$ cat src/rtl/scanline_fx_if.sv
// rtl/scanline_fx_if.sv - video bus between the scandoubler, scanline_fx and the mixer.
// master drives the incoming pixel stream; slave is the scanline_fx side.
interface scanline_fx_if #(
  parameter int DW = 6
);
  logic [1:0]    scanlines;
  logic          ce_pix;
  logic          hs_in;
  logic          vs_in;
  logic          hb_in;
  logic          vb_in;
  logic [DW-1:0] r_in;
  logic [DW-1:0] g_in;
  logic [DW-1:0] b_in;

  logic          ce_pix_out;
  logic          hs_out;
  logic          vs_out;
  logic          hb_out;
  logic          vb_out;
  logic [DW-1:0] r_out;
  logic [DW-1:0] g_out;
  logic [DW-1:0] b_out;
  logic          line_odd;

  modport master (
    output scanlines, ce_pix, hs_in, vs_in, hb_in, vb_in, r_in, g_in, b_in,
    input  ce_pix_out, hs_out, vs_out, hb_out, vb_out, r_out, g_out, b_out, line_odd
  );

  modport slave (
    input  scanlines, ce_pix, hs_in, vs_in, hb_in, vb_in, r_in, g_in, b_in,
    output ce_pix_out, hs_out, vs_out, hb_out, vb_out, r_out, g_out, b_out, line_odd
  );
endinterface

$ cat src/rtl/scanline_fx.sv
// rtl/scanline_fx.sv - CRT scanline dimming of odd lines after the scandoubler.
// Two ce_pix-gated pipeline stages; line parity and mode follow sync edges every clock.
module scanline_fx #(
  parameter int HALF_DEPTH = 0
) (
  input  logic           clk_vid,
  input  logic           reset_n,
  scanline_fx_if.slave   vid
);
  localparam int DW = (HALF_DEPTH != 0) ? 4 : 6;

  logic          hs_d_q, vs_d_q;
  logic          parity_q, parity_d;
  logic [1:0]    mode_q, mode_d;
  logic          vs_rise, hs_rise;
  logic          ce_q;

  logic [DW-1:0] r1_q, g1_q, b1_q;
  logic          hs1_q, vs1_q, hb1_q, vb1_q, dim1_q, blank1_q;
  logic [DW-1:0] r2_q, g2_q, b2_q;
  logic          hs2_q, vs2_q, hb2_q, vb2_q;

  // vsync takes precedence so a line starting on the frame edge is always even
  always_comb begin
    vs_rise  = vid.vs_in & ~vs_d_q;
    hs_rise  = vid.hs_in & ~hs_d_q;
    parity_d = parity_q;
    mode_d   = mode_q;
    if (vs_rise) begin
      parity_d = 1'b0;
      mode_d   = vid.scanlines;
    end else if (hs_rise) begin
      parity_d = ~parity_q;
    end
  end

  function automatic logic [DW-1:0] shade(
    input logic [DW-1:0] x,
    input logic          blank,
    input logic          dim,
    input logic [1:0]    mode
  );
    logic [DW-1:0] y;
    if (blank) begin
      y = '0;
    end else if (!dim) begin
      y = x;
    end else begin
      case (mode)
        2'd1:    y = (x >> 1) + (x >> 2);
        2'd2:    y = x >> 1;
        2'd3:    y = x >> 2;
        default: y = x;
      endcase
    end
    return y;
  endfunction

  always_ff @(posedge clk_vid or negedge reset_n) begin
    if (!reset_n) begin
      hs_d_q   <= 1'b0;
      vs_d_q   <= 1'b0;
      parity_q <= 1'b0;
      mode_q   <= 2'd0;
      ce_q     <= 1'b0;
      r1_q     <= '0;
      g1_q     <= '0;
      b1_q     <= '0;
      hs1_q    <= 1'b0;
      vs1_q    <= 1'b0;
      hb1_q    <= 1'b0;
      vb1_q    <= 1'b0;
      dim1_q   <= 1'b0;
      blank1_q <= 1'b0;
      r2_q     <= '0;
      g2_q     <= '0;
      b2_q     <= '0;
      hs2_q    <= 1'b0;
      vs2_q    <= 1'b0;
      hb2_q    <= 1'b0;
      vb2_q    <= 1'b0;
    end else begin
      hs_d_q   <= vid.hs_in;
      vs_d_q   <= vid.vs_in;
      parity_q <= parity_d;
      mode_q   <= mode_d;
      ce_q     <= vid.ce_pix;
      if (vid.ce_pix) begin
        r1_q     <= vid.r_in;
        g1_q     <= vid.g_in;
        b1_q     <= vid.b_in;
        hs1_q    <= vid.hs_in;
        vs1_q    <= vid.vs_in;
        hb1_q    <= vid.hb_in;
        vb1_q    <= vid.vb_in;
        dim1_q   <= parity_q & (mode_q != 2'd0);
        blank1_q <= vid.hb_in | vid.vb_in;
        r2_q     <= shade(r1_q, blank1_q, dim1_q, mode_q);
        g2_q     <= shade(g1_q, blank1_q, dim1_q, mode_q);
        b2_q     <= shade(b1_q, blank1_q, dim1_q, mode_q);
        hs2_q    <= hs1_q;
        vs2_q    <= vs1_q;
        hb2_q    <= hb1_q;
        vb2_q    <= vb1_q;
      end
    end
  end

  assign vid.ce_pix_out = ce_q;
  assign vid.hs_out     = hs2_q;
  assign vid.vs_out     = vs2_q;
  assign vid.hb_out     = hb2_q;
  assign vid.vb_out     = vb2_q;
  assign vid.r_out      = r2_q;
  assign vid.g_out      = g2_q;
  assign vid.b_out      = b2_q;
  assign vid.line_odd   = parity_q;
endmodule

$ cat src/flat_wrapper.sv
// flat-port wrapper written by rule: the top's interface ports become plain ports
module scanline_fx_flat 
#(
  parameter int HALF_DEPTH = 0
)
  (clk_vid, reset_n, vid_scanlines, vid_ce_pix, vid_hs_in, vid_vs_in, vid_hb_in, vid_vb_in, vid_r_in, vid_g_in, vid_b_in, vid_ce_pix_out, vid_hs_out, vid_vs_out, vid_hb_out, vid_vb_out, vid_r_out, vid_g_out, vid_b_out, vid_line_odd);
  scanline_fx_if #(.DW(6)) vid_i ();
  input  logic clk_vid;
  input  logic reset_n;
  input wire logic [$bits(vid_i.scanlines)-1:0] vid_scanlines;
  input wire logic [$bits(vid_i.ce_pix)-1:0] vid_ce_pix;
  input wire logic [$bits(vid_i.hs_in)-1:0] vid_hs_in;
  input wire logic [$bits(vid_i.vs_in)-1:0] vid_vs_in;
  input wire logic [$bits(vid_i.hb_in)-1:0] vid_hb_in;
  input wire logic [$bits(vid_i.vb_in)-1:0] vid_vb_in;
  input wire logic [$bits(vid_i.r_in)-1:0] vid_r_in;
  input wire logic [$bits(vid_i.g_in)-1:0] vid_g_in;
  input wire logic [$bits(vid_i.b_in)-1:0] vid_b_in;
  output wire logic [$bits(vid_i.ce_pix_out)-1:0] vid_ce_pix_out;
  output wire logic [$bits(vid_i.hs_out)-1:0] vid_hs_out;
  output wire logic [$bits(vid_i.vs_out)-1:0] vid_vs_out;
  output wire logic [$bits(vid_i.hb_out)-1:0] vid_hb_out;
  output wire logic [$bits(vid_i.vb_out)-1:0] vid_vb_out;
  output wire logic [$bits(vid_i.r_out)-1:0] vid_r_out;
  output wire logic [$bits(vid_i.g_out)-1:0] vid_g_out;
  output wire logic [$bits(vid_i.b_out)-1:0] vid_b_out;
  output wire logic [$bits(vid_i.line_odd)-1:0] vid_line_odd;
  assign vid_i.scanlines = vid_scanlines;
  assign vid_i.ce_pix = vid_ce_pix;
  assign vid_i.hs_in = vid_hs_in;
  assign vid_i.vs_in = vid_vs_in;
  assign vid_i.hb_in = vid_hb_in;
  assign vid_i.vb_in = vid_vb_in;
  assign vid_i.r_in = vid_r_in;
  assign vid_i.g_in = vid_g_in;
  assign vid_i.b_in = vid_b_in;
  assign vid_ce_pix_out = vid_i.ce_pix_out;
  assign vid_hs_out = vid_i.hs_out;
  assign vid_vs_out = vid_i.vs_out;
  assign vid_hb_out = vid_i.hb_out;
  assign vid_vb_out = vid_i.vb_out;
  assign vid_r_out = vid_i.r_out;
  assign vid_g_out = vid_i.g_out;
  assign vid_b_out = vid_i.b_out;
  assign vid_line_odd = vid_i.line_odd;
  scanline_fx #(.HALF_DEPTH(HALF_DEPTH)) u_core (.clk_vid(clk_vid), .reset_n(reset_n), .vid(vid_i));
endmodule
$ cat config.mk
export PLATFORM = sky130hd
export DESIGN_NAME = scanline_fx_flat
export DESIGN_NICKNAME = d
export VERILOG_FILES = /design/src/rtl/scanline_fx_if.sv /design/src/rtl/scanline_fx.sv /design/src/flat_wrapper.sv
export SDC_FILE = /design/constraint.sdc
export NUM_CORES = 1
export LEC_CHECK = 0
export ABC_CLOCK_PERIOD_IN_PS = 3700
export CAP_MARGIN = 10
export CORE_ASPECT_RATIO = 0.9
export CORE_MARGIN = 2
export CORE_UTILIZATION = 35
export DETAILED_ROUTE_END_ITERATION = 16
export SETUP_SLACK_MARGIN = 0.5
export SLEW_MARGIN = 25
export SYNTH_ARGS = -nofsm -noshare
export SYNTH_HDL_FRONTEND = slang
export SYNTH_SLANG_ARGS = --single-unit
$ cat constraint.sdc
create_clock -name clk_vid -period 3.7 [get_ports clk_vid]
set_input_delay 1.11 -clock clk_vid [delete_from_list [all_inputs] [get_ports clk_vid]]
set_output_delay 1.11 -clock clk_vid [all_outputs]
set_load 0.03 [all_outputs]
## Yosys cells after proc, flatten, opt, wreduce, memory -nomap -nowiden

Cells that the tools add are included.

- Logic and storage cells: 47
- Output and inout port bits: 24
- Input bits: 27
- Register bits after elaboration: 52

- Reductions and logical operators: 2
- Mux-type cells: 11
- Bitwise logic cells: 7
- Add/subtract/negate cells: 3
- Eq/ne operators: 3

Operators with widths:

| cell | number |
|---|---|
| 6-bit one-hot mux with 3 select lines | 3 |
| 6-bit two-way mux | 6 |
| 5-bit by 4-bit adder with 6-bit output | 3 |
| 2-bit == test (second input constant) | 2 |
| 2-bit nonzero test | 2 |
| 1-bit bitwise AND | 3 |
| 1-bit NOT | 3 |
| 2-bit by 1-bit == test with 1-bit output (second input constant) | 1 |
| 1-bit two-way mux | 2 |
| 1-bit OR | 1 |

## Longest topological paths before layout

Gate-level depths: netlist (run 1).

- Word-level depth: 4
- Mapped depth: 6
- Depth with buffers taken out: 6

## Least setup slack after synthesis (run 1)

No wires, ideal clock.

- Path kind: input-to-reg
- Start: input port vid_ce_pix
- End: register u_core.g2_q[3] (netlist: u_core.vid.g_out[3])
- Setup time: 127 ps
- Path slack: 1732 ps
- Data arrival time: 1841 ps
- Stages on the path: 6
- Required time: 3573 ps
- Buffers on the path: 2
- Cell sequence: buf_4 -> nor2b_1 -> buf_2 -> o21a_1 -> a22oi_1 -> o21ai_1

RTL lines:

| element | line | RTL |
|---|---|---|
| start: declaration | flat_wrapper.sv:11 | `input wire logic [$bits(vid_i.ce_pix)-1:0] vid_ce_pix;` |
| end signal: assignment | scanline_fx.sv:99 | `g2_q <= shade(g1_q, blank1_q, dim1_q, mode_q);` |
| end: declaration | scanline_fx.sv:20 | `logic [DW-1:0] r2_q, g2_q, b2_q;` |

## Worst setup path in the final report (run 1)

- Start: register u_core.parity_q (netlist: u_core.vid.line_odd)
- End: output port vid_line_odd

RTL lines:

| element | line | RTL |
|---|---|---|
| start: declaration | scanline_fx.sv:13 | `logic parity_q, parity_d;` |
| start signal: assignment | scanline_fx.sv:85 | `parity_q <= parity_d;` |
| end: declaration | flat_wrapper.sv:27 | `output wire logic [$bits(vid_i.line_odd)-1:0] vid_line_odd;` |

No word-level cell between the ends.

==> flow_summary.ini, run 1 <==
[status]
status = finished clean

[finish]
n_antenna_cell = 0
final_area_um2 = 3510
drive_gt1_frac = 0.136
n_fill_cell = 793
finish.utilization = 0.439
stdcell_count = 415
area_delta_synth_final_pct = 22.7
nNetsFinal = 360

[route]
drt_iter0_markers = 76
antenna_left = 0
num_vias = 2069
drc = 0
avgViaCountPerCell = 4.99
first_pass_iters = 4
routed_wl_um = 6100
wl_per_cell_um = 14.7

[yosys]
synth.distinct_cells = 28
syn_avg_cell_area_um2 = 10.7
ys_warn_count = 0
synthTopCellsByArea = dfrtp_1 (45%), mux2_2 (9.1%), ha_1 (6.6%), nor2b_1 (3.5%), o21ai_0 (3.1%)
synth.largest_area_cell = dfrtp_1
synth_top_area_frac = 0.455
yosysMostFrequentCell = dfrtp_1
async_flop_share = 1.00
seq_area_frac_synth = 0.455
syn_inst = 268
ys_ff_latch = 52
synth_edf_count = 0
synth_common_cells = dfrtp_1 (52), mux2_2 (23), nand2_1 (20)
synth_nets = 313
synth_ff_type = dfrtp_1
syn_area_um2 = 2860

[clock_network]
clk_latency_ns = 0.31
postCtsSetupBuffers = 0
ctsHtreeMaxLevel = 2
cts.sinks = 52
hold_buffers = 0
path_clk_slew_ns = 0.10
numCtsBuffers = 5
cts.repair.resized = 0
cts-root-buf = clkbuf_8
cts_buffer_depth = 2
tritoncts = yes

[worst_setup_path]
path_cells = clkdlybuf4s50_1
path_max_fanout = 3
crit_path_top_delay_cell = clkdlybuf4s50_1
worstSetupPathDepth = 1
critPathKind = reg -> out
reg2regPathDepth = 6
crit_family = buffers and inverters
critPathRequiredTime_ns = 2.59
crit_buf_inv = 1
worstSetupEndpointType = output pin
cp.arrival_ns = 1.41
start_kind = register
slowest_delay_ns = 0.69

[sta]
slew_headroom = 0.413
finalCritPeriodShare = 0.681
final.setup.worst_slack_ns = 1.18
hold_violations = 0
whs_ns = 0.506
tightestPinTransition_ns = 0.880
tns_ns = 0
skew_ns = 0.0105
fin_crit_ns = 2.52
max_freq_mhz = 397
rsz0062_at_grt = no
drv_slew = 0
final-setup-viol-count = 0

[pwr]
leakagePower_nw = 1.42
p_int_mw = 0.964
swShare = 0.345
power_frac_clock = 0.235
combPwrFrac = 0.286
switchingPower_mw = 0.508
total_power_mw = 1.47
p_per_area_nw_per_um2 = 420
power_frac_seq = 0.479
ir_worst_vdd_v = 0.000186

[grt]
grt_pass1_vias = 2096
antenna_found_initial = 0
grt_pass1_wl_um = 10400
grt_max_degree = 45
grt_use_total = 0.144
overflow = 0

[place]
hpwlAfterDp_um = 4330
place_ws_ns = 0.932
port_buffers = 50
placed_area_um2 = 3410
place.gp.congestion = 0.768
placedCellCount = 407

[floorplan]
dieWidth_um = 99.3
start_util = 0.358
die-area_um2 = 8910
io_pins = 51
die_y_um = 89.8
num_rows = 31
core_area_um2 = 7990

[worst_hold_path]
worst_hold_path_type = reg -> reg
hold_depth = 1

[job]
drv_cap = 0
[state kept, by name, summed over array words and instances (netlist names)]
signal and count:
u_core.g1_q 6, u_core.vb1_q 1, u_core.hs1_q 1, u_core.vid.vb_out 1, u_core.vid.g_out 6, u_core.r1_q 6
u_core.vs1_q 1, u_core.vid.hs_out 1, u_core.mode_q 2, u_core.blank1_q 1, u_core.hb1_q 1, u_core.dim1_q 1
u_core.vid.r_out 6, u_core.vid.hb_out 1, u_core.vid.vs_out 1, u_core.vid.line_odd 1, u_core.vs_d_q 1, u_core.hs_d_q 1
u_core.b1_q 6, u_core.vid.b_out 6, u_core.vid.ce_pix_out 1
[cell families after synthesis]
| logic type | Yosys count | share of synthesized area |
|---|---|---|
| DFF | 52 | 0.455 |
| AOI/OAI and AO/OA | 70 | 0.166 |
| buffers and inverters | 29 | 0.0499 |
| and+or+nand+nor | 66 | 0.122 |
| adders and majority gates | 18 | 0.0866 |
| muxes | 23 | 0.0906 |
| xor gates and xnor gates | 10 | 0.0306 |
[metal layers]
layer  global-route usage  wire [um]  vias to the layer above  part of all wire
met3               0.0381        334                        4             0.055
met5                    0          0                        -                 0
met2                0.212       2690                       41              0.44
li1                     -          -                     1034                 -
met1                0.218       3040                      990              0.50
met4               0.0240         35                        0            0.0057
[area by class of cell]
cell class / count / area (um2) / area share
multi-input cells: 187 / 1420 / 0.404
flip-flops and latches: 52 / 1300 / 0.371
repair buffers: 53 / 513 / 0.146
well taps: 99 / 124 / 0.0353
clock buffers: 5 / 68.8 / 0.0196
inverters: 16 / 60.1 / 0.0171
clock inverters: 3 / 25.0 / 0.00713
[layout by cell type, fill, tap and decap left out, drive strengths merged]
| master | count |
|---|---|
| mux2 | 23 |
| o41ai | 3 |
| clkbuf | 5 |
| o21ai | 24 |
| ha | 15 |
| dfrtp | 52 |
| nor2 | 16 |
| clkdlybuf4s50 | 48 |
| buf | 5 |
| nor2b | 16 |
| nand2b | 3 |
| a21oi | 13 |
| fa | 3 |
| clkinvlp | 1 |
| o221ai | 9 |
| o21a | 4 |
| nand2 | 20 |
| o2bb2ai | 3 |
| a22oi | 3 |
| nand3 | 7 |
| inv | 18 |
| xor2 | 3 |
| a211oi | 6 |
| o211ai | 5 |
| nor3 | 4 |
| xnor2 | 7 |
[power groups by stage]
stage	sequential (mW)	clock, mW	combinational [mW]
after CTS	0.707	0.360	0.428
after detailed placement	0.718	0	0.424
final	0.705	0.345	0.422
after floorplan	0.740	0	0.251
after global routing	0.720	0.390	0.467
after global placement	0.718	0	0.419
[path summary, 6_finish.rpt]
path / from / to / slack (ns)
min reg2reg: u_core.vid.g_out[0] / u_core.vid.g_out[0] / 0.51
min: u_core.vid.g_out[0] / u_core.vid.g_out[0] / 0.51
min in group asynchronous: reset_n / u_core.vid.r_out[2] / 0.90
max: u_core.vid.line_odd / vid_line_odd / 1.18
max reg2reg: u_core.r1_q[2] / u_core.vid.r_out[4] / 1.61
max in group asynchronous: reset_n / u_core.b1_q[2] / 2.16
(Power assumes the default switching activity.)
==> run 2, diff against run 1 <==
- ABC_CLOCK_PERIOD_IN_PS: 3700 -> 2450
- clock period: 3.7 -> 2.45 ns (I/O delays scaled with it)
==> flow_summary.ini, run 2 (synthesis results as in run 1) <==
[status]
status = finished clean

[clock_network]
cts.sinks = 52
hold_buffers = 0
clk_latency_ns = 0.31
numCtsBuffers = 5
cts_buffer_depth = 2
tritoncts = yes
path_clk_slew_ns = 0.10
ctsHtreeMaxLevel = 2
cts-root-buf = clkbuf_8

[floorplan]
core_area_um2 = 7990
io_pins = 51
die-area_um2 = 8910
start_util = 0.358
dieWidth_um = 99.3
num_rows = 31
die_y_um = 89.8

[place]
placedCellCount = 412
placed_area_um2 = 3450
hpwlAfterDp_um = 4540
port_buffers = 50
place.gp.congestion = 0.850

[worst_setup_path]
worstSetupEndpointType = output pin
crit_buf_inv = 1
start_kind = register
critPathKind = reg -> out
path_cells = dlygate4sd2_1
slowest_delay_ns = 0.42
crit_path_top_delay_cell = dlygate4sd2_1
crit_family = buffers and inverters
path_max_fanout = 3
cp.arrival_ns = 1.12
critPathRequiredTime_ns = 1.71

[job]
drv_cap = 0

[worst_hold_path]
worst_hold_path_type = reg -> reg

[sta]
final-setup-viol-count = 0
tightestPinTransition_ns = 0.645
fin_crit_ns = 1.85
rsz0062_at_grt = no
hold_violations = 0
finalCritPeriodShare = 0.757
max_freq_mhz = 539
slew_headroom = 0.570
drv_slew = 0
whs_ns = 0.498
skew_ns = 0.0101
tns_ns = 0

[route]
routed_wl_um = 6440
first_pass_iters = 4
drc = 0
avgViaCountPerCell = 5.00
antenna_left = 0
num_vias = 2120
wl_per_cell_um = 15.2
drt_iter0_markers = 84

[grt]
grt_use_total = 0.153
grt_pass1_wl_um = 11100
antenna_found_initial = 0
grt_max_degree = 53
overflow = 0
grt_pass1_vias = 2244

[pwr]
p_per_area_nw_per_um2 = 626
ir_worst_vdd_v = 0.000297
leakagePower_nw = 1.55

[finish]
final_common_cell = dfrtp_1
stdcell_count = 424
drive_gt1_frac = 0.194
finish.utilization = 0.450
n_antenna_cell = 0
final_area_um2 = 3590
area_delta_synth_final_pct = 25.6
final_cell_mix = dfrtp_1 (49), clkdlybuf4s50_1 (24), dlygate4sd2_1 (24)
nNetsFinal = 369
## run 2: changes by cell type in the layout (fill, tap and decap cells not counted)
cell | previous run | this run
fa_2 | 0 | 3
xnor2_2 | 0 | 1
xnor2_1 | 7 | 6
dlygate4sd2_1 | 0 | 24
clkdlybuf4s50_1 | 48 | 24
a211oi_1 | 6 | 2
dfrtp_2 | 0 | 3
buf_4 | 3 | 12
a211oi_4 | 0 | 1
dfrtp_1 | 52 | 49
fa_1 | 3 | 0
a211oi_2 | 0 | 3
## run 2: metal layers
layer / global-route usage / wire length, um / vias to the layer above
met1: 0.229 / 3210 / 1014
met5: 0 / 0 / -
met4: 0.0320 / 44 / 0
met2: 0.230 / 2900 / 41
li1: - / - / 1060
met3: 0.0295 / 282 / 5
## run 2: through the flow
step	total power, mW	setup slack (ns)
finish	2.25	0.595
global route	2.40	0.511
CTS	2.25	0.530
detailed placement	1.74	0.456
global placement	1.73	0.543
floorplan	1.50	0.622
## run 2: timing repair
action,CTS,global route
buffers inserted,0,4
setup endpoints to repair,27,8
pin swaps,0,5
gates resized for setup,27,9
## run 2: cell type report
class                           instances  area, um2
Clock inverter                          3       25.0
Fill cell                             796       4400
Sequential cell                        52       1310
Multi-Input combinational cell        187       1460
Timing Repair Buffer                   62        551
Clock buffer                            5       68.8
Inverter                               16       60.1
Tap cell                               99        124
## run 2: worst paths after layout
kind | startpoint | to | slack [ns] | cells after the start
max | u_core.vid.line_odd | vid_line_odd | 0.60 | 1
min | u_core.vid.g_out[0] | u_core.vid.g_out[0] | 0.50 | 1
max reg2reg | u_core.b1_q[2] | u_core.vid.b_out[4] | 0.61 | 6
min reg2reg | u_core.vid.g_out[0] | u_core.vid.g_out[0] | 0.50 | 1
max in group asynchronous | reset_n | u_core.r1_q[2] | 1.46 | 2
min in group asynchronous | reset_n | u_core.vid.r_out[2] | 0.53 | 2
## run 2: power breakdown
part | internal [mW] | total [mW] | switching [mW]
logic | 0.304 | 0.685 | 0.380
clock network | 0.209 | 0.519 | 0.310
registers | 0.947 | 1.04 | 0.0963
